`config.mk`:
```
export PLATFORM = sky130hd
export DESIGN_NAME = alu_cmd_issue
export DESIGN_NICKNAME = d
export VERILOG_FILES = /design/src/rtl/alu_cmd_issue_pkg.sv /design/src/rtl/alu_cmd_issue_fifo.sv /design/src/rtl/alu_cmd_issue.sv
export SDC_FILE = /design/constraint.sdc
export NUM_CORES = 1
export LEC_CHECK = 0
export ABC_AREA = 1
export CORE_ASPECT_RATIO = 0.5
export CORE_UTILIZATION = 40
export DETAILED_ROUTE_END_ITERATION = 16
export PLACE_DENSITY = 0.64
export SYNTH_ARGS = -nofsm -noshare
export SYNTH_HDL_FRONTEND = slang
export SYNTH_SLANG_ARGS = --single-unit
```
`constraint.sdc`:
```
create_clock -name clk -period 5.3 [get_ports clk]
set_input_delay 0.795 -clock clk [delete_from_list [all_inputs] [get_ports clk]]
set_output_delay 0.795 -clock clk [all_outputs]
set_load 0.1 [all_outputs]
```
`src/rtl/alu_cmd_issue_pkg.sv`:
```
// Shared types for the ALU command issue block: opcode enums, the queued
// command record, issue FSM states and the divide-by-zero decode.
package alu_cmd_issue_pkg;

  typedef enum logic [1:0] {
    ARITH_ADD = 2'd0,
    ARITH_SUB = 2'd1,
    ARITH_MUL = 2'd2,
    ARITH_DIV = 2'd3
  } arith_operation;

  typedef enum logic [1:0] {
    LOGIC_NAND = 2'd0,
    LOGIC_NOR  = 2'd1,
    LOGIC_NOT  = 2'd2,
    LOGIC_XOR  = 2'd3
  } logic_operation;

  // Tag storage is sized for the widest tag the block supports; narrower
  // tags are zero-extended on entry and truncated on exit.
  localparam int MAX_TAG_W = 8;

  typedef struct packed {
    logic                 sel;
    logic [1:0]           op;
    logic [7:0]           data1;
    logic [7:0]           data2;
    logic [MAX_TAG_W-1:0] tag;
  } alu_cmd_t;

  typedef enum logic [1:0] {
    IDLE  = 2'd0,
    RUN   = 2'd1,
    STALL = 2'd2
  } issue_state_t;

  localparam logic [1:0] DIV_OP = 2'd3;

  function automatic logic is_div_zero(input alu_cmd_t cmd);
    return !cmd.sel && (cmd.op == DIV_OP) && (cmd.data2 == 8'h00);
  endfunction

endpackage

```
`src/rtl/alu_cmd_issue_fifo.sv`:
```
// Small synchronous command FIFO; the head entry is visible combinationally
// so the ALU can be driven in the same cycle the entry is popped.
module alu_cmd_fifo
  import alu_cmd_issue_pkg::*;
#(
  parameter int DEPTH = 4
) (
  input  logic     clk,
  input  logic     rst,
  input  logic     flush,
  input  logic     push,
  input  alu_cmd_t push_cmd,
  input  logic     pop,
  output alu_cmd_t head,
  output logic     full,
  output logic     empty
);

  localparam int AW = $clog2(DEPTH);
  localparam logic [AW:0] PTR_ONE = {{AW{1'b0}}, 1'b1};

  logic [AW:0] wr_ptr_reg;
  logic [AW:0] rd_ptr_reg;
  alu_cmd_t    mem [DEPTH];

  always_ff @(posedge clk) begin
    if (push) begin
      mem[wr_ptr_reg[AW-1:0]] <= push_cmd;
    end
  end

  always_ff @(posedge clk) begin
    if (rst || flush) begin
      wr_ptr_reg <= '0;
      rd_ptr_reg <= '0;
    end else begin
      if (push) begin
        wr_ptr_reg <= wr_ptr_reg + PTR_ONE;
      end
      if (pop) begin
        rd_ptr_reg <= rd_ptr_reg + PTR_ONE;
      end
    end
  end

  // Extra pointer bit distinguishes full from empty when the indices match.
  assign empty = (wr_ptr_reg == rd_ptr_reg);
  assign full  = (wr_ptr_reg[AW] != rd_ptr_reg[AW]) &&
                 (wr_ptr_reg[AW-1:0] == rd_ptr_reg[AW-1:0]);
  assign head  = mem[rd_ptr_reg[AW-1:0]];

endmodule

```
`src/rtl/alu_cmd_issue.sv`:
```
// Command front end and result back end around the combinational ALU:
// buffers commands, issues one per cycle and registers the ALU result.
module alu_cmd_issue
  import alu_cmd_issue_pkg::*;
#(
  parameter int DEPTH = 4,
  parameter int TAG_W = 4
) (
  input  logic             clk,
  input  logic             rst,
  input  logic             flush,
  input  logic             cmd_valid,
  output logic             cmd_ready,
  input  logic             cmd_sel,
  input  logic [1:0]       cmd_op,
  input  logic [7:0]       cmd_data1,
  input  logic [7:0]       cmd_data2,
  input  logic [TAG_W-1:0] cmd_tag,
  output logic             alu_arith_logic_sel,
  output logic [1:0]       alu_operation,
  output logic [7:0]       alu_ip_data1,
  output logic [7:0]       alu_ip_data2,
  input  logic [15:0]      alu_data_out,
  output logic             res_valid,
  input  logic             res_ready,
  output logic [15:0]      res_data,
  output logic [TAG_W-1:0] res_tag,
  output logic             res_err,
  output logic [15:0]      op_count,
  output logic [7:0]       err_count
);

  logic         full;
  logic         empty;
  logic         push;
  logic         issue;
  logic         show_head;
  logic         div_zero;
  logic         unused_head_bits;
  alu_cmd_t     push_cmd;
  alu_cmd_t     head;

  logic             res_valid_reg;
  logic [15:0]      res_data_reg;
  logic [TAG_W-1:0] res_tag_reg;
  logic             res_err_reg;
  logic [15:0]      op_count_reg;
  logic [7:0]       err_count_reg;
  issue_state_t     state_reg;
  issue_state_t     state_next;

  assign cmd_ready = !rst && !flush && !full;
  assign push      = cmd_valid && cmd_ready;
  assign issue     = !rst && !flush && !empty && (!res_valid_reg || res_ready);

  assign push_cmd.sel   = cmd_sel;
  assign push_cmd.op    = cmd_op;
  assign push_cmd.data1 = cmd_data1;
  assign push_cmd.data2 = cmd_data2;
  assign push_cmd.tag   = MAX_TAG_W'(cmd_tag);

  alu_cmd_fifo #(
    .DEPTH(DEPTH)
  ) u_fifo (
    .clk     (clk),
    .rst     (rst),
    .flush   (flush),
    .push    (push),
    .push_cmd(push_cmd),
    .pop     (issue),
    .head    (head),
    .full    (full),
    .empty   (empty)
  );

  // Stale FIFO storage must never reach the ALU pins.
  assign show_head           = !rst && !empty;
  assign alu_arith_logic_sel = show_head && head.sel;
  assign alu_operation       = show_head ? head.op    : 2'b00;
  assign alu_ip_data1        = show_head ? head.data1 : 8'h00;
  assign alu_ip_data2        = show_head ? head.data2 : 8'h00;
  assign div_zero            = is_div_zero(head);
  assign unused_head_bits    = ^head.tag;

  always_ff @(posedge clk) begin
    if (rst) begin
      res_valid_reg <= 1'b0;
      res_data_reg  <= '0;
      res_tag_reg   <= '0;
      res_err_reg   <= 1'b0;
      op_count_reg  <= '0;
      err_count_reg <= '0;
    end else if (flush) begin
      res_valid_reg <= 1'b0;
      res_err_reg   <= 1'b0;
    end else if (issue) begin
      res_valid_reg <= 1'b1;
      res_data_reg  <= div_zero ? 16'h0000 : alu_data_out;
      res_tag_reg   <= head.tag[TAG_W-1:0];
      res_err_reg   <= div_zero;
      op_count_reg  <= op_count_reg + 16'd1;
      if (div_zero && (err_count_reg != 8'hFF)) begin
        err_count_reg <= err_count_reg + 8'd1;
      end
    end else if (res_valid_reg && res_ready) begin
      res_valid_reg <= 1'b0;
    end
  end

  always_ff @(posedge clk) begin
    if (rst) begin
      state_reg <= IDLE;
    end else begin
      state_reg <= state_next;
    end
  end

  // Status-only FSM: it tracks activity but never gates the datapath.
  always_comb begin
    state_next = state_reg;
    if (flush) begin
      state_next = IDLE;
    end else begin
      case (state_reg)
        IDLE: begin
          if (push) state_next = RUN;
        end
        RUN: begin
          if (res_valid_reg && !res_ready && !empty) begin
            state_next = STALL;
          end else if (empty && (!res_valid_reg || res_ready) && !push) begin
            state_next = IDLE;
          end
        end
        STALL: begin
          if (res_ready) state_next = RUN;
        end
        default: state_next = IDLE;
      endcase
    end
  end

  assign res_valid = res_valid_reg;
  assign res_data  = res_data_reg;
  assign res_tag   = res_tag_reg;
  assign res_err   = res_err_reg;
  assign op_count  = op_count_reg;
  assign err_count = err_count_reg;

endmodule

```
==> impl_metrics.sql, run 1 <==
INSERT INTO impl_metrics (metric_group, metric, value, unit) VALUES
('setup_path', 'critical_path.max_fanout', '6', ''),
('hold_path', 'hold_path.class', 'register to register', ''),
('logic_synthesis', 'syn-num-nets', '662', ''),
('setup_path', 'setup.worst_path.start', 'rst', ''),
('status', 'status', 'complete, no violations', ''),
('sta', 'timing.clock.skew', '0.0186', 'ns'),
('logic_synthesis', 'yosys_register_bits', '146', ''),
('die', 'placement_rows', '31', ''),
('sta', 'worst_slew_margin_rel', '28.2', '%'),
('power', 'power_per_cell_area', '329', 'mW/mm²'),
('logic_synthesis', 'synthesis.yosys.warnings', '0', ''),
('logic_synthesis', 'synth_most_common_cell', 'nor2_1', ''),
('die', 'floorplan.die_area', '0.0154', 'mm²'),
('placed_design', 'post-place-ws', '1.24', 'ns'),
('sta', 'final_layout_worst_hold_slack', '0.483', 'ns'),
('logic_synthesis', 'netlist_instances', '611', ''),
('die', 'die_span_in_x', '175', 'µm'),
('logic_synthesis', 'synth_ff_type', 'edfxtp_1', ''),
('die', 'top_level_ports', '110', ''),
('sta', 'setup_ws', '1.39', 'ns'),
('setup_path', 'worst-endpoint-required', '4.51', 'ns'),
('grt', 'global_route_total_usage_across_every_layer', '17.3', '%'),
('route', 'route.antenna.remaining_nets', '0', ''),
('finish', 'finish.utilization', '53.5', '%'),
('die', 'initial_standard_cell_utilization_of_the_core', '41.1', '%'),
('sta', 'rsz0062_at_grt', 'false', ''),
('sta', 'tightest_slew', '1.08', 'ns'),
('cts', 'cts_max_path_buffers', '2', ''),
('logic_synthesis', 'yosys-top-cells-count', '113 x nor2_1, 107 x nand2_1, 92 x edfxtp_1, 58 x o21ai_0, 54 x dfxtp_1', ''),
('finish', 'drive_gt1_share', '9.28', '%'),
('cts', 'clock-root-buffer', 'clkbuf_16', ''),
('power', 'ir_worst_vdd', '0.250', 'mV'),
('flow_run', 'drv.max_cap_violation_count', '0', ''),
('cts', 'cts_tree', 'yes', ''),
('finish', 'area_growth_syn_to_layout', '30.0', '%'),
('grt', 'first_pass_grt_wire_length', '20.5', 'mm'),
('finish', 'n_antenna_cell', '0', ''),
('route', 'detailed_route_wire_length_per_cell', '13.9', 'µm'),
('sta', 'final_min_period', '3.91', 'ns'),
('finish', 'flip_flop_count_of_the_largest_register_after_layout', '92', ''),
('cts', 'clk_pin_slew', '0.06', 'ns'),
('sta', 'finalSetupTns', '0', 'ns'),
('hold_path', 'min-delay-start', 'res_err$_SDFFE_PP0P_', ''),
('placed_design', 'port_buffers', '109', ''),
('die', 'core', '0.0145', 'mm²'),
('logic_synthesis', 'synth_async_sr_flop_share', '0', '%'),
('setup_path', 'worstSetupPathType', 'input port to primary output', ''),
('route', 'drtIter0Drc', '253', ''),
('route', 'drt_pass1_iterations', '5', ''),
('power', 'p_leak', '2.91', 'nW'),
('sta', 'final_number_of_hold_violating_endpoints', '0', ''),
('power', 'totalPowerFinal', '2.55', 'mW'),
('placed_design', 'detailedPlacementHpwl', '7.99', 'mm'),
('logic_synthesis', 'netlist_area', '0.00596', 'mm²'),
('logic_synthesis', 'yosys.area.top_type', 'edfxtp_1', ''),
('setup_path', 'arrival', '3.12', 'ns'),
('cts', 'clock_latency', '0.43', 'ns'),
('placed_design', 'place.gp.congestion', '0.807', ''),
('grt', 'grt_pass1_vias', '4132', ''),
('cts', 'numClockSinks', '146', ''),
('die', 'dieHeight', '88.3', 'µm'),
('cts', 'cts_max_level', '4', ''),
('route', 'routed_vias_inst', '4.80', ''),
('sta', 'timing.final.setup_violations', '0', ''),
('finish', 'final_nets', '771', ''),
('sta', 'report.final.slew_viol_count', '0', ''),
('grt', 'global_route.overflow_total', '0', ''),
('route', 'drt-total-wl', '12.9', 'mm'),
('logic_synthesis', 'post-synth-top-area-fraction', '46.3', '%'),
('logic_synthesis', 'synth.avg_cell_area', '9.76', 'µm²'),
('cts', 'cts_made_buffers', '17', '');
## worst max-delay path, stage by stage
cell and delay (ns):
clkdlybuf4s50_1 0.53, or2_1 0.35, inv_1 0.17, nand2_1 0.09, inv_1 0.06, clkdlybuf4s50_1 1.12
## routing by layer
metal	GRT usage [%]	wire, µm
met5	0	0
met4	6.88	50
met3	3.57	648
met2	29.1	6280
met1	22.3	5960
## final cells by class
| type | instances | area (µm²) |
|---|---|---|
| flip-flops and latches | 146 | 3840 |
| repair buffers | 117 | 1100 |
| inverters | 43 | 161 |
| clock buffers | 17 | 425 |
| fillers | 1295 | 6750 |
| multi-input cells | 395 | 1810 |
| clock inverters | 15 | 166 |
| well taps | 198 | 248 |
## final timing paths
check        slack (ns)                        end  depth (start not counted)
min                0.48       res_err$_SDFFE_PP0P_                          2
max                1.39                  cmd_ready                          6
min reg2reg        0.48       res_err$_SDFFE_PP0P_                          2
max reg2reg        2.18  err_count[1]$_SDFFE_PP0P_                         12
## layout by cell type (no fill, tap or decap), types with 5 or more instances in the layout
master           count
buf_4               27
nand2_1            107
nor2_1             110
inv_1               40
inv_8                5
a21oi_1             28
nor2_2               6
nor3_1              20
clkbuf_16           17
dfxtp_1             54
nand4_1              6
nand3_1             38
ha_1                 7
edfxtp_1            92
o21ai_0             58
clkdlybuf4s50_1     90
## power breakdown
part	switching (mW)	internal, mW	total, mW	leakage (nW)
logic	0.0893	0.0485	0.138	1.36
registers	0.00412	1.22	1.22	1.27
clock network	0.519	0.671	1.19	0.289
total	0.613	1.94	2.55	2.91
## through the flow
stage	instances	cell area (µm²)
final	931	7750
after CTS	931	7750
after global placement	899	7160
after global routing	931	7750
after floorplan	611	5960
after detailed placement	899	7160
## kinds of logic (layout without fill, tap and decap cells)
family | Yosys count | in the layout | share of synthesized area (%)
compound gates | 92 | 92 | 7.89
xor+xnor | 4 | 4 | 0.588
fa+ha+maj | 7 | 7 | 1.47
buf+inv | 70 | 192 | 5.39
flops | 146 | 146 | 64.5
simple gates | 292 | 292 | 20.2
Power figures use the tool's default switching activity.
==> run 2: changes to the inputs <==
PLACE_DENSITY = 0.66   (was 0.64)
clock period = 3.2 ns   (was 5.3 ns; I/O delays follow)
==> run 2 against run 1 <==
Net effect:
- the flow now finishes with violations (design-rule violations)
- first-iteration DRC count increased by 12%
- highest routed layer unchanged
- combinational power increased by 76%
- die area unchanged
- clock skew decreased by 0.0081 ns
- routed wire length decreased by 1.4%
- worst setup slack got worse by 0.71 ns
- non-clock buffer count increased by 4
- count of clock-buffer cells in the layout unchanged
==> impl_metrics.sql, run 2 (synthesis results as in run 1) <==
INSERT INTO impl_metrics (metric_group, metric, value, unit) VALUES
('status', 'status', 'finished with violations', ''),
('status', 'failed_checks', 'design-rule violations', ''),
('sta', 'finalSetupTns', '0', 'ns'),
('power', 'p_leak', '3.02', 'nW'),
('setup_path', 'crit_chain', 'buf_4 > nor2_1 > nor2_1 > o21ai_0 > a21oi_1 > buf_12', ''),
('sta', 'worst_slew_margin_rel', '34.9', '%'),
('setup_path', 'path_common_cell', 'nor2_1', ''),
('grt', 'maximum_number_of_pins_on_one_net_before_global_route_repair', '47', ''),
('placed_design', 'port_buffers', '109', ''),
('cts', 'cts_made_buffers', '17', ''),
('finish', 'finish.utilization', '54.8', '%'),
('power', 'power.switching', '1.01', 'mW'),
('sta', 'report.final.slew_viol_count', '0', ''),
('finish', 'drive_gt1_share', '13.4', '%'),
('setup_path', 'worst_setup_path_start_kind', 'register', ''),
('route', 'routed_vias_inst', '4.83', ''),
('die', 'floorplan.die_area', '0.0154', 'mm²'),
('power', 'p_seq_share', '48.8', '%'),
('power', 'ir_worst_vdd', '0.480', 'mV'),
('sta', 'timing.clock.skew', '0.0105', 'ns'),
('sta', 'max_clock_freq', '396', 'MHz'),
('route', 'remaining_drc_errors', '2', ''),
('setup_path', 'arrival', '2.04', 'ns'),
('cts', 'cts.repair_timing.setup_buffer_count', '0', ''),
('power', 'power_per_cell_area', '522', 'mW/mm²'),
('die', 'die_span_in_x', '175', 'µm'),
('die', 'initial_standard_cell_utilization_of_the_core', '41.1', '%'),
('cts', 'clock_latency', '0.41', 'ns'),
('sta', 'tightest_slew', '0.973', 'ns'),
('setup_path', 'path_buf_inv', '2', ''),
('sta', 'final_min_period_over_clock_period', '78.9', '%'),
('grt', 'global_route_total_usage_across_every_layer', '17.3', '%'),
('power', 'internal-power', '3.14', 'mW'),
('hold_path', 'hold_path.class', 'register to register', ''),
('finish', 'mostFrequentLayoutCell', 'nor2_1', ''),
('setup_path', 'worstSetupPathType', 'register to primary output', ''),
('placed_design', 'detailedPlacementHpwl', '8.08', 'mm'),
('die', 'dieHeight', '88.3', 'µm'),
('finish', 'final_nets', '775', ''),
('power', 'clockPowerShare', '45.4', '%'),
('cts', 'cts_max_path_buffers', '2', ''),
('finish', 'flip_flop_count_of_the_largest_register_after_layout', '92', ''),
('cts', 'clock-root-buffer', 'clkbuf_16', ''),
('setup_path', 'path_depth', '6', ''),
('cts', 'cts_tree', 'yes', ''),
('power', 'totalPowerFinal', '4.15', 'mW'),
('grt', 'grt_antenna_before_repair', '0', ''),
('setup_path', 'timing.critical_path.slowest_cell_delay', '0.43', 'ns'),
('setup_path', 'rr_worst_depth', '13', ''),
('grt', 'grt_pass1_vias', '4250', ''),
('route', 'route.antenna.remaining_nets', '0', ''),
('die', 'placement_rows', '31', ''),
('cts', 'hold_buffers_post_cts', '0', ''),
('placed_design', 'place.gp.congestion', '0.796', ''),
('flow_run', 'drv.max_cap_violation_count', '0', ''),
('hold_path', 'worst_hold_path.num_cells', '2', ''),
('sta', 'rsz0062_at_grt', 'false', ''),
('sta', 'setup_ws', '0.676', 'ns'),
('finish', 'n_antenna_cell', '0', ''),
('setup_path', 'cpMaxStageDelayCell', 'buf_4', ''),
('route', 'vias', '4516', ''),
('finish', 'area_growth_syn_to_layout', '33.2', '%'),
('route', 'drtIter0Drc', '284', ''),
('power', 'part_of_the_total_power_dissipated_in_combinational_logic', '5.9', '%'),
('setup_path', 'worst-endpoint-required', '2.72', 'ns'),
('sta', 'final_min_period', '2.52', 'ns'),
('grt', 'global_route.overflow_total', '0', ''),
('finish', 'highest_count_cells_in_the_layout_ignoring_fill_and_taps', '110 x nor2_1, 107 x nand2_1, 92 x edfxtp_1, 64 x clkdlybuf4s50_1, 58 x o21ai_0', ''),
('route', 'drt-total-wl', '12.8', 'mm'),
('cts', 'ctsResizeCount', '0', ''),
('die', 'core', '0.0145', 'mm²'),
('die', 'top_level_ports', '110', ''),
('placed_design', 'post-place-ws', '0.539', 'ns'),
('route', 'drt_pass1_iterations', '11', ''),
('power', 'swShare', '24.4', '%'),
('cts', 'cts_max_level', '4', ''),
('setup_path', 'timing.critical_path.max_delay_family', 'buffers and inverters', ''),
('sta', 'timing.final.setup_violations', '0', ''),
('cts', 'numClockSinks', '146', ''),
('setup_path', 'worstSetupEndpointType', 'primary output', ''),
('grt', 'first_pass_grt_wire_length', '20.5', 'mm'),
('route', 'detailed_route_wire_length_per_cell', '13.7', 'µm'),
('setup_path', 'critical_path.max_fanout', '46', ''),
('sta', 'final_number_of_hold_violating_endpoints', '0', ''),
('cts', 'clk_pin_slew', '0.06', 'ns');
-- run 2: changes by cell type in the layout (fill, tap and decap cells not counted), sizes merged --
| cell | change |
|---|---|
| inv | -1 |
| buf | +30 |
| clkinvlp | +1 |
| clkinv | +1 |
| clkdlybuf4s50 | -26 |
| bufinv | -1 |
-- run 2: worst paths after layout --
check,startpoint,end,slack [ns]
min reg2reg,u_fifo.rd_ptr_reg[2]$_SDFFE_PP0P_,u_fifo.rd_ptr_reg[2]$_SDFFE_PP0P_,0.49
max,register,alu_ip_data1[1],0.68
min,u_fifo.rd_ptr_reg[2]$_SDFFE_PP0P_,u_fifo.rd_ptr_reg[2]$_SDFFE_PP0P_,0.49
max reg2reg,register,err_count[2]$_SDFFE_PP0P_,0.77
-- run 2: final cells by class --
cell class                      instances  area [µm²]
Fill cell                            1223        6560
Sequential cell                       146        3840
Multi-Input combinational cell        395        1810
Timing Repair Buffer                  121        1320
Clock buffer                           17         425
Tap cell                              198         248
Inverter                               43         161
Clock inverter                         15         140
-- run 2: metrics by stage --
stage	cell area (µm²)	instances	hold slack, ns
floorplan	5960	611	0.458
global placement	7380	903	0.480
detailed placement	7380	903	0.481
CTS	7940	935	0.491
global route	7940	935	0.523
finish	7940	935	0.487
-- run 2: layer usage --
layer	share of wire (%)	routed length [µm]	global-route usage (%)
met1	46	5900	21.6
met2	47	6060	29.4
met3	4.6	582	3.99
met4	1.7	217	7.35
met5	0	0	0
-- run 2: power by group through the flow --
stage               Combinational, mW  Clock (mW)  Sequential (mW)
global route                    0.259        1.99             2.02
floorplan                      0.0845           0             2.11
global placement                0.242           0             2.06
CTS                             0.245        1.91             2.02
finish                          0.243        1.88             2.02
detailed placement              0.244           0             2.06
-- run 2: worst reg2reg max path, cell delays in order, from the launching register on --
cell     delay, ns
dfxtp_1       0.32
inv_2         0.53
nand2_1       0.12
nand2_1       0.09
nand2_1       0.07
nand2_1       0.08
nand2_1       0.05
nor2_1        0.09
nand2_1       0.14
nor2_2        0.49
nand2_1       0.18
inv_1         0.11
nor2_1        0.04
nor2_1        0.08
